<file path="src/rtl/dmem_write_buffer.sv">
// Posted-write FIFO between the core data-memory port and the data RAM, with
// store-to-load forwarding. Optional in-place store merging: DMEM_WB_COALESCE_EN.
module dmem_write_buffer #(
  parameter int DEPTH = 4,
  parameter int CNT_W = $clog2(DEPTH) + 1
) (
  input  logic             clk,
  input  logic             rst,
  input  logic             ena,
  input  logic [31:0]      data_mem_addr,
  input  logic [31:0]      data_mem_wr_data,
  input  logic             data_mem_wr_ena,
  input  logic             data_mem_rd_ena,
  output logic [31:0]      data_mem_rd_data,
  output logic             data_mem_stall,
  output logic             bk_wr_valid,
  input  logic             bk_wr_ready,
  output logic [31:0]      bk_wr_addr,
  output logic [31:0]      bk_wr_data,
  output logic [31:0]      bk_rd_addr,
  input  logic [31:0]      bk_rd_data,
  output logic [CNT_W-1:0] buffer_count,
  output logic [31:0]      writes_retired
);

  localparam int PTR_W = $clog2(DEPTH);

  logic [29:0]      addr_q [DEPTH];
  logic [31:0]      data_q [DEPTH];
  logic [PTR_W-1:0] head_q, head_d;
  logic [PTR_W-1:0] tail_q, tail_d;
  logic [CNT_W-1:0] count_q, count_d;
  logic [31:0]      retired_q, retired_d;

  logic             full, empty, wr_req, push, pop, coal;
  logic             rd_hit;
  logic [31:0]      rd_word;
  logic [PTR_W-1:0] idx;
  logic             unused_addr_lsb;

`ifdef DMEM_WB_COALESCE_EN
  logic             coal_hit;
  logic [PTR_W-1:0] coal_idx;
`endif

  assign unused_addr_lsb = ^data_mem_addr[1:0];

  assign full   = (count_q == CNT_W'(DEPTH));
  assign empty  = (count_q == '0);
  assign wr_req = data_mem_wr_ena & ena;

  // Walk from oldest to youngest so the last match seen is the youngest one.
  always_comb begin
    rd_hit  = 1'b0;
    rd_word = '0;
    idx     = '0;
`ifdef DMEM_WB_COALESCE_EN
    coal_hit = 1'b0;
    coal_idx = '0;
`endif
    for (int k = 0; k < DEPTH; k++) begin
      idx = head_q + PTR_W'(k);
      if ((CNT_W'(k) < count_q) && (addr_q[idx] == data_mem_addr[31:2])) begin
        rd_hit  = 1'b1;
        rd_word = data_q[idx];
`ifdef DMEM_WB_COALESCE_EN
        // The head is excluded so data under an open handshake never changes.
        if (k != 0) begin
          coal_hit = 1'b1;
          coal_idx = idx;
        end
`endif
      end
    end
  end

`ifdef DMEM_WB_COALESCE_EN
  assign coal = wr_req & coal_hit;
`else
  assign coal = 1'b0;
`endif

  assign push = wr_req & ~full & ~coal;
  assign pop  = ~empty & bk_wr_ready;

  always_comb begin
    head_d    = head_q + PTR_W'(pop);
    tail_d    = tail_q + PTR_W'(push);
    count_d   = count_q + CNT_W'(push) - CNT_W'(pop);
    retired_d = retired_q + 32'(pop);
  end

  always_ff @(posedge clk) begin
    if (!rst) begin
      head_q    <= '0;
      tail_q    <= '0;
      count_q   <= '0;
      retired_q <= '0;
    end else begin
      head_q    <= head_d;
      tail_q    <= tail_d;
      count_q   <= count_d;
      retired_q <= retired_d;
    end
  end

  // Entry storage carries no reset; validity comes from the pointers and count.
  always_ff @(posedge clk) begin
    if (push) begin
      addr_q[tail_q] <= data_mem_addr[31:2];
      data_q[tail_q] <= data_mem_wr_data;
    end
`ifdef DMEM_WB_COALESCE_EN
    if (coal) begin
      data_q[coal_idx] <= data_mem_wr_data;
    end
`endif
  end

  assign data_mem_stall   = wr_req & full & ~coal;
  assign data_mem_rd_data = !data_mem_rd_ena ? 32'h0 : (rd_hit ? rd_word : bk_rd_data);
  assign bk_wr_valid      = ~empty;
  assign bk_wr_addr       = {addr_q[head_q], 2'b00};
  assign bk_wr_data       = data_q[head_q];
  assign bk_rd_addr       = {data_mem_addr[31:2], 2'b00};
  assign buffer_count     = count_q;
  assign writes_retired   = retired_q;

endmodule

</file>
<file path="config.mk">
export PLATFORM = sky130hd
export DESIGN_NAME = dmem_write_buffer
export DESIGN_NICKNAME = d
export VERILOG_FILES = /design/src/rtl/dmem_write_buffer.sv
export SDC_FILE = /design/constraint.sdc
export NUM_CORES = 1
export LEC_CHECK = 0
export CORE_MARGIN = 3
export CORE_UTILIZATION = 55
export DETAILED_ROUTE_END_ITERATION = 8
export PLACE_DENSITY = 0.8
export SETUP_SLACK_MARGIN = 0.1
export SLEW_MARGIN = 30
export SYNTH_ARGS = -nofsm -noshare
export SYNTH_HDL_FRONTEND = slang
export SYNTH_SLANG_ARGS = --single-unit
</file>
<file path="constraint.sdc">
create_clock -name clk -period 8.55 [get_ports clk]
set_input_delay 1.71 -clock clk [delete_from_list [all_inputs] [get_ports clk]]
set_output_delay 1.71 -clock clk [all_outputs]
set_load 0.005 [all_outputs]
</file>
==> run summary <==
PD cells: 212 mW/mm^2
Reg2Reg Depth: 13
Final setup margin: 0.355 ns
Int Pwr: 3.16 mW
CTS buffer count: 31
CTS tree: built
Cells after Synth: 1680
Crit Path Class: input pin to output port
CP Max Fanout: 32
Lkg Pwr: 7.07 nW
Via/cell ratio: 6.42
Worst Clk Skew: 0.0189 ns
TritonRoute pass-1 iters: 6
Proportion of layout cells with a drive suffix above 1: 12.4%
Reg power frac: 35.5%
Die ar.: 0.0365 sq mm
Clock Path Buffers: 3
Worst-margin pin slew: 0.969 ns
H-Tree Depth: 1
CP endpoint: data_mem_rd_data[20]
Core ar.: 0.0336 sq mm
Cell breakdown of the critical path: clkdlybuf4s50_1 > o22ai_1 > a2111oi_0 > nor2_1 > nor4b_4 > nand2_2 > nand4_1 > nand2_1 > o31ai_1 > clkdlybuf4s50_1
Slowest cell on crit path: clkdlybuf4s50_1
Total number of yosys warnings: 0
Final-stage net count: 1950
Power Total: 4.73 mW
Vias in the first global route: 14770
GRT Util Overall: 28.7%
Iter 0 DRT Violations: 1519
Grt total ovfl: 0
Period utilization: 95.9%
Sequential share of the synthesized area: 43.7%
Max_slew headroom: 35.2%
Crit end category: output port
Resized cells post-CTS: 0
Initial Util: 56.0%
Max_cap viols: 0
RD Place Congestion: 0.943
Routed wire length: 54400 um
Pins Over Slew Limit: 0
Gate power share: 38.5%
Clock latency on the worst-skew pair: 0.57 ns
DP Wirelength: 36500 um
Outcome: finished, final reports clean
Clock share of power: 25.9%
EDFF count, synth: 248
Fmax: 122 MHz
Routed Antenna Nets: 0
CP Launch Type: input pin
Setup Buffers After CTS: 0
Most used cell, CP: clkdlybuf4s50_1
Main synth FF type: edfxtp_1
CTS sink cnt: 287
Area of the mapped netlist: 0.0188 sq mm
Final Hold Fails: 0
Hold buffer count at CTS: 0
Area growth syn-to-layout: 18.6%
Switching part of the total: 33.3%
Slowest stage delay, CP: 0.93 ns
Hold Startpoint: writes_retired[6]$_SDFF_PN0_
Setup WS pre-CTS: 0.485 ns
Largest net degree at the start of global routing: 83
Via count: 14844
Avg Cell Area, Syn: 11.2 sq um
Final setup vio count: 0
Most common cell after layout, fill and taps aside: clkdlybuf4s50_1
Setup TNS: 0 ns
Share of Yosys cell area claimed by the top area cell type: 39.6%
P_sw: 1.57 mW
Register bit count reported by yosys: 287
Worst Path Required: 6.84 ns
Die W: 191 um
Initial antenna violation count: 3
Finished Layout Cells: 2311
DP Cell Count: 2254
Final worst path period need: 8.20 ns
RSZ-0062 raised after global routing: false
Std-Cell Rows: 67
Netlist cell types: 88
First-pass GRT wire length: 82500 um
Synth top area cells: edfxtp_1 (40%), mux2i_1 (11%), xnor2_1 (5.1%)
Crit path launch: data_mem_addr[5]
Root Buffer: clkbuf_16
Fillers: 2515
WP data arrival: 6.49 ns
Dominant cell type by area after synthesis: edfxtp_1
Routed len/inst: 23.5 um
Peak VDD IR: 0.000185 V
WHS: 0.537 ns
Worst-path clk slew: 0.06 ns
Hold/Removal Path Class: flip-flop to flip-flop
Io pins: 267
Reg-to-reg critical path endpoint: writes_retired[30]$_SDFF_PN0_
DRC errors left: 0
Most frequent cells in the layout: clkdlybuf4s50_1 (259), edfxtp_1 (248), mux2i_1 (211)
Ys async rst share: 0%
Chip height: 191 um
I/O Buffers: 260
Worst R2R Setup Slack: 5.30 ns
Reg-to-reg critical path startpoint: buffer_count[1]$_SDFF_PN0_
==> critical path: cells and delay by family <==
| kind | cells | cell delay (ns) |
|---|---|---|
| buffers and inverters | 2 | 1.52 |
| AO/OA/AOI/OAI | 3 | 1.14 |
| AND/OR/NAND/NOR | 5 | 2.09 |
==> flip-flops by register name (all words and copies together) (netlist names) <==
signal	cells
tail_q	2
addr_q	120
buffer_count	3
data_q	128
writes_retired	32
head_q	2
==> synthesized netlist by cell type, types with 13 or more instances <==
cell / instances
inv_1: 13
nand2_1: 44
o31ai_1: 15
nand4_1: 15
mux2_2: 76
mux2i_1: 211
and2_1: 41
mux4_2: 27
xnor2_1: 109
a21oi_1: 53
a211oi_1: 13
buf_1: 25
a22oi_1: 21
a31oi_1: 17
buf_4: 42
dfxtp_1: 39
clkbuf_1: 63
buf_6: 17
nor2_1: 100
a32o_1: 27
o22ai_1: 22
o21ai_0: 34
nand3_1: 58
buf_2: 33
edfxtp_1: 248
nor3_1: 76
xor2_1: 40
==> per-stage QoR <==
step                      area, sq um  util, %
after global routing            22300     66.4
after CTS                       22300     66.4
after global placement          21400     63.6
after floorplan                 18800        -
final                           22300     66.4
after detailed placement        21400     63.7
==> cells by family (layout without fill, tap and decap cells) <==
logic type	count (synthesis)	in the layout	share of synthesized area, %
flops	287	287	43.7
buf+inv	195	374	5.77
xor+xnor	149	149	6.93
simple gates	410	410	11.4
fa+ha+maj	9	9	0.638
compound gates	311	311	12.2
mux	318	318	19.3
other cells	1	5	0.0199
==> how the worst min path moves through the flow <==
| stage | endpoint | slack [ns] | depth (start not counted) |
|---|---|---|---|
| 2_1_floorplan | writes_retired[6]$_SDFF_PN0_ | 0.51 | 2 |
| 3_3_place_gp | writes_retired[6]$_SDFF_PN0_ | 0.51 | 2 |
| 3_5_place_dp | writes_retired[6]$_SDFF_PN0_ | 0.54 | 2 |
| 4_1_cts | writes_retired[6]$_SDFF_PN0_ | 0.55 | 2 |
| 5_1_grt | writes_retired[6]$_SDFF_PN0_ | 0.60 | 2 |
| 6_report | writes_retired[6]$_SDFF_PN0_ | 0.54 | 2 |
==> layout make-up <==
| type | instances | area [sq um] | area share [%] |
|---|---|---|---|
| Antenna cell | 1 | 2.50 | 0.0112 |
| Clock buffer | 39 | 806 | 3.61 |
| Clock inverter | 17 | 113 | 0.505 |
| Inverter | 13 | 48.8 | 0.219 |
| Multi-Input combinational cell | 1201 | 9560 | 42.8 |
| Sequential cell | 287 | 8240 | 36.9 |
| Tap cell | 448 | 561 | 2.51 |
| Timing Repair Buffer | 305 | 2990 | 13.4 |
==> per-layer routing <==
layer / vias to the layer above / part of all wire, % / GRT usage [%]
li1: 6723 / - / -
met1: 7117 / 39 / 36.7
met2: 836 / 48 / 49.2
met3: 162 / 9.4 / 4.91
met4: 6 / 3.6 / 10.2
met5: - / 0.062 / 0
==> power groups by stage <==
| stage | clock (mW) | sequential [mW] | combinational (mW) |
|---|---|---|---|
| after floorplan | 0 | 1.66 | 1.17 |
| after global placement | 0 | 1.70 | 1.76 |
| after detailed placement | 0 | 1.71 | 1.79 |
| after CTS | 1.24 | 1.68 | 1.80 |
| after global routing | 1.30 | 1.69 | 1.93 |
| final | 1.23 | 1.68 | 1.82 |
Power figures use the tool's default switching activity.
